===== src/rtl/game_pkg.sv =====
// Shared types and helpers for the guess/key load register arbiter.
package game_pkg;

   localparam int unsigned DATA_W_DEF = 4;
   localparam int unsigned MAX_REQ    = 8;
   localparam int unsigned IDX_W      = 3;

   typedef enum logic [1:0] {
      ST_IDLE     = 2'd0,
      ST_GRANT    = 2'd1,
      ST_COOLDOWN = 2'd2
   } state_e;

   typedef struct packed {
      logic             valid;
      logic [IDX_W-1:0] idx;
   } rr_pick_t;

   // First set bit of elig scanning rr, rr+1, ... modulo n.
   function automatic rr_pick_t rr_first_set(input logic [MAX_REQ-1:0] elig,
                                             input int unsigned        n,
                                             input int unsigned        rr);
      rr_pick_t    r;
      int unsigned j;
      r.valid = 1'b0;
      r.idx   = '0;
      for (int unsigned k = 0; k < MAX_REQ; k++) begin
         j = (rr + k) % n;
         if (k < n && !r.valid && elig[3'(j)]) begin
            r.valid = 1'b1;
            r.idx   = IDX_W'(j);
         end
      end
      return r;
   endfunction

endpackage


===== src/rtl/rr_priority_picker.sv =====
// Combinational round-robin winner selection over the eligible vector.
module rr_priority_picker
   import game_pkg::*;
#(
   parameter int unsigned NUM_REQ = 2,
   parameter int unsigned IDW     = (NUM_REQ > 1) ? $clog2(NUM_REQ) : 1
) (
   input  logic [NUM_REQ-1:0] eligible_i,
   input  logic [IDW-1:0]     rr_i,
   output logic               valid_o,
   output logic [IDW-1:0]     win_o
);

   rr_pick_t pick;

   always_comb begin
      pick    = rr_first_set(MAX_REQ'(eligible_i), NUM_REQ, 32'(rr_i));
      valid_o = pick.valid;
      win_o   = IDW'(pick.idx);
   end

endmodule


===== src/rtl/load_register_arbiter.sv =====
// Round-robin arbiter sharing one parallel-load register between players,
// with per-player load budgets and a cooldown gap after each load.
module load_register_arbiter
   import game_pkg::*;
#(
   parameter int unsigned NUM_REQ   = 2,
   parameter int unsigned DATA_W    = DATA_W_DEF,
   parameter int unsigned MAX_LOADS = 15,
   parameter int unsigned COOLDOWN  = 1,
   localparam int unsigned IDW      = (NUM_REQ > 1) ? $clog2(NUM_REQ) : 1,
   localparam int unsigned CW       = $clog2(MAX_LOADS + 1)
) (
   input  logic                      clk,
   input  logic                      reset,
   input  logic [NUM_REQ-1:0]        req,
   input  logic [NUM_REQ*DATA_W-1:0] req_data,
   input  logic                      clear_budget,
   output logic                      load,
   output logic [DATA_W-1:0]         load_data,
   output logic [NUM_REQ-1:0]        ack,
   output logic [IDW-1:0]            grant_id,
   output logic                      busy,
   output logic [NUM_REQ-1:0]        exhausted
);

   state_e              state_q, state_d;
   logic [3:0]          cd_q, cd_d;
   logic                load_q, load_d;
   logic [DATA_W-1:0]   load_data_q, load_data_d;
   logic [NUM_REQ-1:0]  ack_q, ack_d;
   logic [IDW-1:0]      grant_id_q, grant_id_d;
   logic [IDW-1:0]      rr_q, rr_d;
   logic                busy_q, busy_d;
   logic [CW-1:0]       count_q [NUM_REQ];
   logic [CW-1:0]       count_d [NUM_REQ];
   logic [NUM_REQ-1:0]  exhausted_q, exhausted_d;
   logic [NUM_REQ-1:0]  eligible;
   logic                pick_valid;
   logic [IDW-1:0]      pick_idx;
   logic [DATA_W-1:0]   pick_data;
   logic                inc;

   assign eligible = req & ~exhausted_q;

   rr_priority_picker #(
      .NUM_REQ (NUM_REQ),
      .IDW     (IDW)
   ) u_picker (
      .eligible_i (eligible),
      .rr_i       (rr_q),
      .valid_o    (pick_valid),
      .win_o      (pick_idx)
   );

   // Winner's data lane.
   always_comb begin
      pick_data = '0;
      for (int i = 0; i < int'(NUM_REQ); i++) begin
         if (pick_idx == IDW'(i)) pick_data = req_data[i*DATA_W +: DATA_W];
      end
   end

   // Next-state and registered-output logic.
   always_comb begin
      state_d     = state_q;
      cd_d        = cd_q;
      load_d      = 1'b0;
      ack_d       = '0;
      load_data_d = load_data_q;
      grant_id_d  = grant_id_q;
      rr_d        = rr_q;
      inc         = 1'b0;
      case (state_q)
         ST_IDLE: begin
            if (pick_valid) begin
               load_data_d = pick_data;
               grant_id_d  = pick_idx;
               load_d      = 1'b1;
               ack_d       = NUM_REQ'(1) << pick_idx;
               state_d     = ST_GRANT;
            end
         end
         ST_GRANT: begin
            inc  = 1'b1;
            rr_d = (grant_id_q == IDW'(NUM_REQ - 1)) ? '0 : grant_id_q + IDW'(1);
            if (COOLDOWN > 0) begin
               state_d = ST_COOLDOWN;
               cd_d    = 4'(COOLDOWN);
            end else begin
               state_d = ST_IDLE;
            end
         end
         ST_COOLDOWN: begin
            if (cd_q <= 4'd1) begin
               state_d = ST_IDLE;
               cd_d    = '0;
            end else begin
               cd_d = cd_q - 4'd1;
            end
         end
         default: state_d = ST_IDLE;
      endcase
      busy_d = (state_d != ST_IDLE);
   end

   // Saturating per-player load counters; a clear outranks a same-cycle increment.
   always_comb begin
      for (int i = 0; i < int'(NUM_REQ); i++) begin
         count_d[i] = count_q[i];
         if (clear_budget) begin
            count_d[i] = '0;
         end else if (inc && grant_id_q == IDW'(i) && count_q[i] != CW'(MAX_LOADS)) begin
            count_d[i] = count_q[i] + CW'(1);
         end
         exhausted_d[i] = (count_d[i] == CW'(MAX_LOADS));
      end
   end

   always_ff @(posedge clk) begin
      if (reset) begin
         state_q     <= ST_IDLE;
         cd_q        <= '0;
         load_q      <= 1'b0;
         load_data_q <= '0;
         ack_q       <= '0;
         grant_id_q  <= '0;
         rr_q        <= '0;
         busy_q      <= 1'b0;
         exhausted_q <= '0;
         for (int i = 0; i < int'(NUM_REQ); i++) count_q[i] <= '0;
      end else begin
         state_q     <= state_d;
         cd_q        <= cd_d;
         load_q      <= load_d;
         load_data_q <= load_data_d;
         ack_q       <= ack_d;
         grant_id_q  <= grant_id_d;
         rr_q        <= rr_d;
         busy_q      <= busy_d;
         exhausted_q <= exhausted_d;
         for (int i = 0; i < int'(NUM_REQ); i++) count_q[i] <= count_d[i];
      end
   end

   assign load      = load_q;
   assign load_data = load_data_q;
   assign ack       = ack_q;
   assign grant_id  = grant_id_q;
   assign busy      = busy_q;
   assign exhausted = exhausted_q;

endmodule


===== config.mk =====
export PLATFORM = sky130hd
export DESIGN_NAME = load_register_arbiter
export DESIGN_NICKNAME = d
export VERILOG_FILES = /design/src/rtl/game_pkg.sv /design/src/rtl/rr_priority_picker.sv /design/src/rtl/load_register_arbiter.sv
export SDC_FILE = /design/constraint.sdc
export NUM_CORES = 1
export LEC_CHECK = 0
export ABC_AREA = 1
export BUFFER_PORTS_ARGS = -buffer_cell sky130_fd_sc_hd__buf_4
export CAP_MARGIN = 10
export CORE_MARGIN = 2
export CORE_UTILIZATION = 30
export CTS_CLUSTER_DIAMETER = 50
export DETAILED_ROUTE_END_ITERATION = 10
export PLACE_DENSITY = 0.53
export SKIP_LAST_GASP = 1
export SYNTH_ARGS = -nofsm -noshare
export SYNTH_HDL_FRONTEND = slang
export SYNTH_SLANG_ARGS = --single-unit

===== constraint.sdc =====
create_clock -name clk -period 1.7 [get_ports clk]
set_input_delay 0.34 -clock clk [delete_from_list [all_inputs] [get_ports clk]]
set_output_delay 0.34 -clock clk [all_outputs]
set_load 0.01 [all_outputs]

## Yosys cells after proc, flatten, opt, wreduce, memory -nomap -nowiden

Memories as Yosys holds them, arrays and structs flattened.
Index checks and enable logic that the tools add are counted.

| word-level totals | value |
|---|---|
| memory bits (writable) | 8 |
| bits in latches | 0 |
| input port bits | 13 |
| flip-flop bits (word level) | 18 |
| memories | 1 |
| bits in read-only memories | 0 |

| operators by class | value |
|---|---|
| equal/unequal tests | 6 |
| add/sub/neg operators | 5 |
| muxes and demuxes | 24 |
| divide/modulo/power cells | 0 |
| shifts and indexed selects | 1 |
| $mul | 0 |
| magnitude comparators | 3 |
| reductions and logical operators | 12 |
| bitwise logic cells | 7 |

Memories:

| name | depth | bits a word | rd ports | clocked after Yosys merged registers in | wr ports | line | RTL |
|---|---|---|---|---|---|---|---|
| count_q | 2 | 4 | 2 | 0 | 2 | load_register_arbiter.sv:34 | `logic [CW-1:0] count_q [NUM_REQ];` |

Operators with widths:

| cell | count |
|---|---|
| $mux W4 | 10 |
| $mux W1 | 10 |
| $add A4 B1 Y4 const B | 2 |
| $eq A4 B4 Y1 const B | 2 |
| $lt A1 B4 Y1 const B | 2 |
| $ne A4 B4 Y1 const B | 2 |
| $pmux W4 S2 | 1 |
| $pmux W2 S3 | 1 |
| $logic_and A1 B1 Y1 | 5 |
| $le A4 B1 Y1 const B | 1 |
| $mux W2 | 2 |
| $reduce_bool A2 Y1 | 2 |
| $sub A4 B1 Y4 const B | 1 |
| $not A1 Y1 | 3 |
| $reduce_or A3 Y1 | 1 |
| $add A1 B1 Y1 const B | 2 |
| $and A2 B2 Y2 | 1 |
| $eq A2 B1 Y1 const B | 1 |
| $eq A2 B2 Y1 const B | 1 |
| $logic_not A2 Y1 | 1 |
| $not A2 Y2 | 1 |
| $or A1 B1 Y1 | 2 |
| $reduce_and A2 Y1 | 1 |
| $reduce_or A2 Y1 | 1 |
| 2 further kinds | 2 |

## Longest topological paths before layout

Gate-level depths: netlist of the first run.

| depth | value |
|---|---|
| depth in word-level cells | 11 |
| mapped depth | 10 |
| mapped depth without buffers | 10 |

## Modules after synthesis

From an unflattened synthesis of the first run, not the netlist that was laid out.

| unflattened totals | value |
|---|---|
| cell total of the unflattened synthesis | 179 |
| area, all modules | 1292.5 µm² |

Modules (own cells, without submodules):

| module | cells an instance | seq. area each (µm²) | instances | area an instance (µm²) |
|---|---|---|---|---|
| load_register_arbiter | 175 | 520.5 | 1 | 1273.7 |
| rr_priority_picker | 4 | 0.0 | 1 | 18.8 |

## Worst setup path after synthesis of the first run

No wires, ideal clock.

| path | value |
|---|---|
| path type | reg2reg |
| from | register state_q[1] |
| to | register exhausted_q[1], in the netlist exhausted[1] |
| data arrival time | 1239 ps |
| data required time | 1589 ps |
| stages on the path, launching flop included | 10 |
| path buffers | 0 |
| path slack | 350 ps |
| path through | dfxtp_1 inv_1 ha_1 nand2_1 clkinv_2 nand2_1 inv_1 or2_1 nand3_2 nor2_1 |

| between the ends | value |
|---|---|
| cells in the longest elaborated chain, start to end | 7 |

RTL lines:

| element | line | RTL |
|---|---|---|
| start, declared | load_register_arbiter.sv:26 | `state_e state_q, state_d;` |
| start signal, assigned | load_register_arbiter.sv:132 | `state_q <= state_d;` |
| $eq A2 B1 Y1 | load_register_arbiter.sv:73 | `case (state_q)` |
| $mux W1 | load_register_arbiter.sv:73 |  |
| $logic_and A1 B1 Y1 (2 in a row) | load_register_arbiter.sv:112 | `end else if (inc && grant_id_q == IDW'(i) && count_q[i] != CW'(MAX_LOADS)) begin` |
| $mux W4 | load_register_arbiter.sv:112 |  |
| $mux W4 | load_register_arbiter.sv:110 | `if (clear_budget) begin` |
| $eq A4 B4 Y1 | load_register_arbiter.sv:115 | `exhausted_d[i] = (count_d[i] == CW'(MAX_LOADS));` |
| end signal, assigned | load_register_arbiter.sv:140 | `exhausted_q <= exhausted_d;` |
| end, declared | load_register_arbiter.sv:36 | `logic [NUM_REQ-1:0] exhausted_q, exhausted_d;` |

Every way passes these cells.
A chain may end at the register's enable or synchronous reset.

## Worst setup path in the final report of the first run

Ends and elaborated chain as after synthesis.

==> results.py, run 1 <==
metrics = {
    "placement": {
        "hpwlAfterDp_um": 1930,
        "io_buffers": 23,
        "dp.cells": 255,
        "place.gp.congestion": 0.771,
    },
    "synthesis": {
        "netlist_area_um2": 1290,
        "synth_fp_nets": 204,
        "synth_cell_types": 22,
        "avgSynthCellArea_um2": 7.08,
        "yosysWarningCount": 0,
        "ys_seq_area_share_pct": 40.2,
        "syn_inst": 183,
        "yosys_register_bits": 26,
    },
    "clocking": {
        "h-tree-depth": 1,
        "clk-insertion-delay-late_ps": 270,
        "cts_setup_buffers": 0,
        "cts_tree": "done",
        "clock-sinks": 26,
        "root_buffer": "clkbuf_8",
        "hold_buffers": 0,
        "cts.clk_slew.worst_paths_ps": 90,
        "cts_buffer_depth": 2,
        "cts_buffers": 3,
        "cts.repair.resized": 0,
    },
    "die": {
        "initial_core_util_pct": 31.7,
        "dieArea_um2": 4860,
        "die_x_um": 69.7,
        "die_y_um": 69.7,
        "core-area_um2": 4090,
        "io_pins": 24,
        "rows": 23,
    },
    "timing": {
        "fin_crit_sh_pct": 85.8,
        "slew_viol_final": 0,
        "tightestPinTransition_ps": 266,
        "hold_viol": 0,
        "final.setup.tns_ps": 0,
        "skew_ps": 4.81,
        "rsz0062_at_grt": "false",
        "holdWs_ps": 313,
        "fmax_ghz": 0.686,
        "setup_violations": 0,
        "min_period_ps": 1460,
        "relSlewSlack_pct": 82.2,
    },
    "worst_hold_path": {
        "hold_class": "in -> reg",
    },
    "global_route": {
        "antenna_found_initial": 0,
        "grtUsageTotal_pct": 10.8,
        "grt_pass1_vias": 990,
        "grt_overflow": 0,
        "grt_max_degree": 15,
        "grt_pass1_wl_um": 4330,
    },
    "critical_path": {
        "critPathMaxStageDelay_ps": 410,
        "r2r-start": "state_q[1]",
        "reg2regPathDepth": 9,
        "startpoint": "state_q[1]",
        "critPathKind": "reg -> reg",
        "cp_max_fo": 7,
        "cp-end-kind": "flop",
        "crit_slowest_cell": "dfxtp_1",
        "crit_arrival_ps": 1640,
        "start_kind": "flop",
        "reg2reg_to": "exhausted[1]",
        "r2r_setup_slack_ps": 240,
        "cp_cell_sequence": "inv_1 -> ha_1 -> nand2_1 -> clkinv_2 -> nand2_1 -> inv_1 -> or2_1 -> nand3_2 -> nor2_1",
        "crit_end": "exhausted[1]",
        "crit_required_ps": 1880,
    },
    "cells_and_area": {
        "area_growth_pct": 22.3,
        "n_antenna_cell": 0,
        "fillers": 458,
        "final_nets": 231,
        "layout-drive-gt1-share_pct": 17.2,
        "utilization_pct": 38.8,
        "finalNonFillerCells": 259,
    },
    "drt": {
        "drtPass1Iterations": 4,
        "num_vias": 1128,
        "avgViaCountPerCell": 4.36,
        "drtIter0Drc": 38,
        "post_drt_wl_per_cell_um": 9.59,
        "drt_wl_total_um": 2480,
        "route.detailed.drc": 0,
        "drt.antenna.violating_nets": 0,
    },
    "power_and_ir_drop": {
        "ir_worst_vdd_uv": 450,
        "power_density_nw_per_um2": 1350,
        "p_leak_nw": 0.779,
    },
    "run_status": {
        "outcome": "complete, no violations",
    },
    "flow_run": {
        "maxCapViolCount": 0,
    },
}
[kinds of logic (layout without fill, tap and decap cells)]
family	count (synthesis)	after routing	synth area share (%)
compound gates	20	20	7.92
xor+xnor	2	2	1.35
fa+ha+maj	8	8	7.73
buf+inv	34	60	10.0
flops	26	26	40.2
simple gates	93	93	32.8
[worst max-delay path: cells and delay by family (launching register included)]
family        cells  cell delay (ps)
buf+inv           3              230
fa+ha+maj         1              220
simple gates      5              510
flops             1              410
[layer usage]
metal,vias up,global-route usage [%],wire length [um]
met4,0,4.49,34
met1,484,15.1,1340
met2,15,16.1,1020
li1,625,-,-
met3,4,2.18,95
met5,-,0,0
[how the worst min path moves through the flow]
stage                      from      endpoint  slack, ps  cells past startpoint
floorplan                  rr_q          rr_q        470                      2
global placement        cd_q[3]       cd_q[3]        530                      2
detailed placement         rr_q          rr_q        500                      2
CTS                 req_data[3]  load_data[3]        300                      3
global route        req_data[0]  load_data[0]        300                      3
finish              req_data[0]  load_data[0]        310                      3
[state kept, by name (all words and copies together), names as in the netlist]
| name | cells |
|---|---|
| ack | 2 |
| busy | 1 |
| state_q | 2 |
| rr_q | 1 |
| cd_q | 4 |
| grant_id | 1 |
| count_q | 8 |
| exhausted | 2 |
| load | 1 |
| load_data | 4 |
[cell type report]
type / instances / area, um^2 / area share [%]
multi-input combinational: 123 / 644 / 40.7
sequential: 26 / 520 / 32.9
timing repair buffer: 24 / 180 / 11.4
inverter: 32 / 121 / 7.66
tap: 50 / 62.6 / 3.95
clock buffer: 4 / 55.1 / 3.48
[cell usage after synthesis]
cell	number	area (um^2)
nor2_1	22	82.6
nand3_1	18	90.1
nor2_4	2	22.5
a31oi_1	2	12.5
dfxtp_1	26	521
or2_1	1	6.26
inv_1	30	113
ha_1	8	100
nand2_1	37	139
clkinv_2	1	5.00
inv_2	1	3.75
o21ai_1	1	5.00
nand2_2	2	12.5
o21ai_0	8	40.0
nor3_1	6	30.0
buf_2	1	5.00
nand3_2	2	20.0
nand3b_1	2	15.0
nand4_1	1	6.26
xor2_1	2	17.5
clkbuf_1	1	3.75
a21oi_1	9	45.0
[metrics by stage]
step,area (um^2),total power [mW],worst slack [ps]
6_report,1580,2.13,242
5_1_grt,1580,2.34,98.7
4_1_cts,1580,2.16,210
3_5_place_dp,1530,1.74,236
3_3_place_gp,1530,1.75,266
2_1_floorplan,1290,1.48,350
[where the power goes]
part | switching [mW] | leakage, nW | internal [mW]
clock network | 0.204 | 0.0288 | 0.207
registers | 0.0989 | 0.213 | 0.753
logic | 0.513 | 0.537 | 0.355
total | 0.815 | 0.779 | 1.32
[cell usage in the layout (no fill, tap or decap)]
master / n
nor2_4: 2
or2_1: 1
a21oi_1: 9
clkbuf_8: 4
nand2_1: 37
inv_1: 30
buf_4: 24
nand2_2: 2
nand4_1: 1
a31oi_1: 2
nor2_1: 22
nand3_2: 2
clkinv_2: 1
o21ai_1: 1
dfxtp_1: 26
nor3_1: 6
nand3_1: 18
inv_2: 1
o21ai_0: 8
nand3b_1: 2
ha_1: 8
xor2_1: 2
Note: power is estimated with default switching activity, not from simulation.
==> inputs of run 2 (changes only) <==
- CORE_ASPECT_RATIO: default -> 0.75
- CORE_MARGIN: 2 -> 8
==> results.py, run 2 (synthesized netlist as in run 1, its figures left out) <==
metrics = {
    "clocking": {
        "cts.repair.resized": 0,
        "h-tree-depth": 1,
        "cts_buffers": 3,
        "root_buffer": "clkbuf_8",
        "clk-insertion-delay-late_ps": 270,
        "hold_buffers": 0,
        "cts_buffer_depth": 2,
        "cts_setup_buffers": 0,
        "clock-sinks": 26,
        "cts_tree": "done",
        "cts.clk_slew.worst_paths_ps": 90,
    },
    "die": {
        "die_y_um": 72.9,
        "dieArea_um2": 6700,
        "io_pins": 24,
        "rows": 20,
        "die_x_um": 91.9,
        "core-area_um2": 4100,
        "initial_core_util_pct": 31.6,
    },
    "flow_run": {
        "maxCapViolCount": 0,
    },
    "placement": {
        "place_area_um2": 1540,
        "hpwlAfterDp_um": 2170,
        "place.gp.congestion": 0.794,
        "io_buffers": 23,
    },
    "cells_and_area": {
        "regMostFlops": "count_q",
        "utilization_pct": 38.8,
        "layout-drive-gt1-share_pct": 17.2,
        "fillers": 446,
        "n_antenna_cell": 0,
        "mostFrequentLayoutCells": "37 x nand2_1, 30 x inv_1, 26 x dfxtp_1",
        "final_nets": 231,
        "design_area_um2": 1590,
        "final_common_cell": "nand2_1",
        "largest_register_ffs": 8,
        "area_growth_pct": 22.8,
    },
    "power_and_ir_drop": {
        "power.switching_fraction_pct": 38.3,
        "p_comb_share_pct": 41.4,
        "power_density_nw_per_um2": 1340,
        "p_seq_share_pct": 40.1,
        "p_int_mw": 1.32,
        "netSwitchingPower_mw": 0.817,
        "p_clk_share_pct": 18.5,
        "ir_worst_vdd_uv": 412,
        "p_leak_nw": 0.779,
    },
    "critical_path": {
        "critPathMaxStageDelay_ps": 420,
        "start_kind": "flop",
        "cp-end-kind": "flop",
        "cp_max_fo": 7,
        "crit_required_ps": 1870,
        "critPathKind": "reg -> reg",
        "cpLargestDelayFamily": "simple AND/OR/NAND/NOR gates",
        "r2r-start": "state_q[1]",
        "startpoint": "state_q[1]",
        "cp_cell_sequence": "inv_1 -> ha_1 -> nand2_1 -> clkinv_2 -> nand2_1 -> inv_1 -> or2_1 -> nand3_2 -> nor2_1",
        "crit_cells": 9,
        "crit_end": "exhausted[1]",
        "reg2reg_to": "exhausted[1]",
        "crit_arrival_ps": 1680,
        "r2r_setup_slack_ps": 190,
        "critPathBufInv": 3,
        "crit_slowest_cell": "dfxtp_1",
        "reg2regPathDepth": 9,
    },
    "global_route": {
        "grt_pass1_vias": 1142,
        "grt_max_degree": 15,
        "grtUsageTotal_pct": 8.72,
        "antenna_found_initial": 0,
        "grt_overflow": 0,
        "grt_pass1_wl_um": 4910,
    },
    "drt": {
        "post_drt_wl_per_cell_um": 10.7,
        "drtIter0Drc": 52,
        "avgViaCountPerCell": 4.35,
        "route.detailed.drc": 0,
        "num_vias": 1149,
        "drtPass1Iterations": 4,
        "drt_wl_total_um": 2830,
        "drt.antenna.violating_nets": 0,
    },
    "timing": {
        "rsz0062_at_grt": "false",
        "setup_violations": 0,
        "fin_crit_sh_pct": 88.7,
        "fmax_ghz": 0.663,
        "relSlewSlack_pct": 83.1,
        "hold_viol": 0,
        "tightestPinTransition_ps": 251,
        "min_period_ps": 1510,
        "final.setup.tns_ps": 0,
        "slew_viol_final": 0,
        "holdWs_ps": 325,
        "skew_ps": 0.928,
    },
    "run_status": {
        "outcome": "complete, no violations",
    },
    "worst_hold_path": {
        "hold_class": "in -> reg",
    },
}
==> run 2: cell counts in the layout (fill, tap and decap cells not counted) <==
No cell type changed its count.
==> run 2: worst min-delay path by stage <==
stage | startpoint | slack (ps) | cells past startpoint | end
5_1_grt | req_data[1] | 330 | 3 | load_data[1]
6_report | req_data[1] | 330 | 3 | load_data[1]
3_5_place_dp | rr_q | 500 | 2 | rr_q
3_3_place_gp | rr_q | 510 | 2 | rr_q
2_1_floorplan | rr_q | 470 | 2 | rr_q
4_1_cts | req_data[1] | 320 | 3 | load_data[1]
==> run 2: power by group through the flow <==
stage	registers [mW]	clock network, mW	logic [mW]
2_1_floorplan	0.878	0	0.605
3_3_place_gp	0.870	0	0.892
3_5_place_dp	0.866	0	0.890
4_1_cts	0.856	0.414	0.894
5_1_grt	0.876	0.433	1.02
6_report	0.856	0.395	0.884
==> run 2: routing by layer <==
metal  wire length [um]  GRT usage (%)
met4                 25           2.85
met1               1460           11.3
met5                  0              0
met2               1200           13.6
met3                141           2.47
==> run 2: per-stage QoR <==
stage / power [mW] / instances / worst slack [ps]
after floorplan: 1.48 / 183 / 350
after global placement: 1.76 / 260 / 268
after detailed placement: 1.76 / 260 / 228
after CTS: 2.16 / 264 / 192
after global routing: 2.33 / 264 / 66.5
final: 2.13 / 264 / 191
==> run 2: area by class of cell <==
class / count / area, um^2 / share of cell area, %
inverters: 32 / 121 / 7.63
flip-flops and latches: 26 / 520 / 32.7
clock buffers: 4 / 55.1 / 3.46
well taps: 55 / 68.8 / 4.33
multi-input cells: 123 / 644 / 40.5
repair buffers: 24 / 180 / 11.3
==> run 2: worst register-to-register path, delay by kind of cell (launching register included) <==
| family | cells | cell delay, ps |
|---|---|---|
| AND/OR/NAND/NOR | 5 | 510 |
| adder cells (fa/ha/maj) | 1 | 220 |
| buffers and inverters | 3 | 260 |
| flip-flops | 1 | 420 |
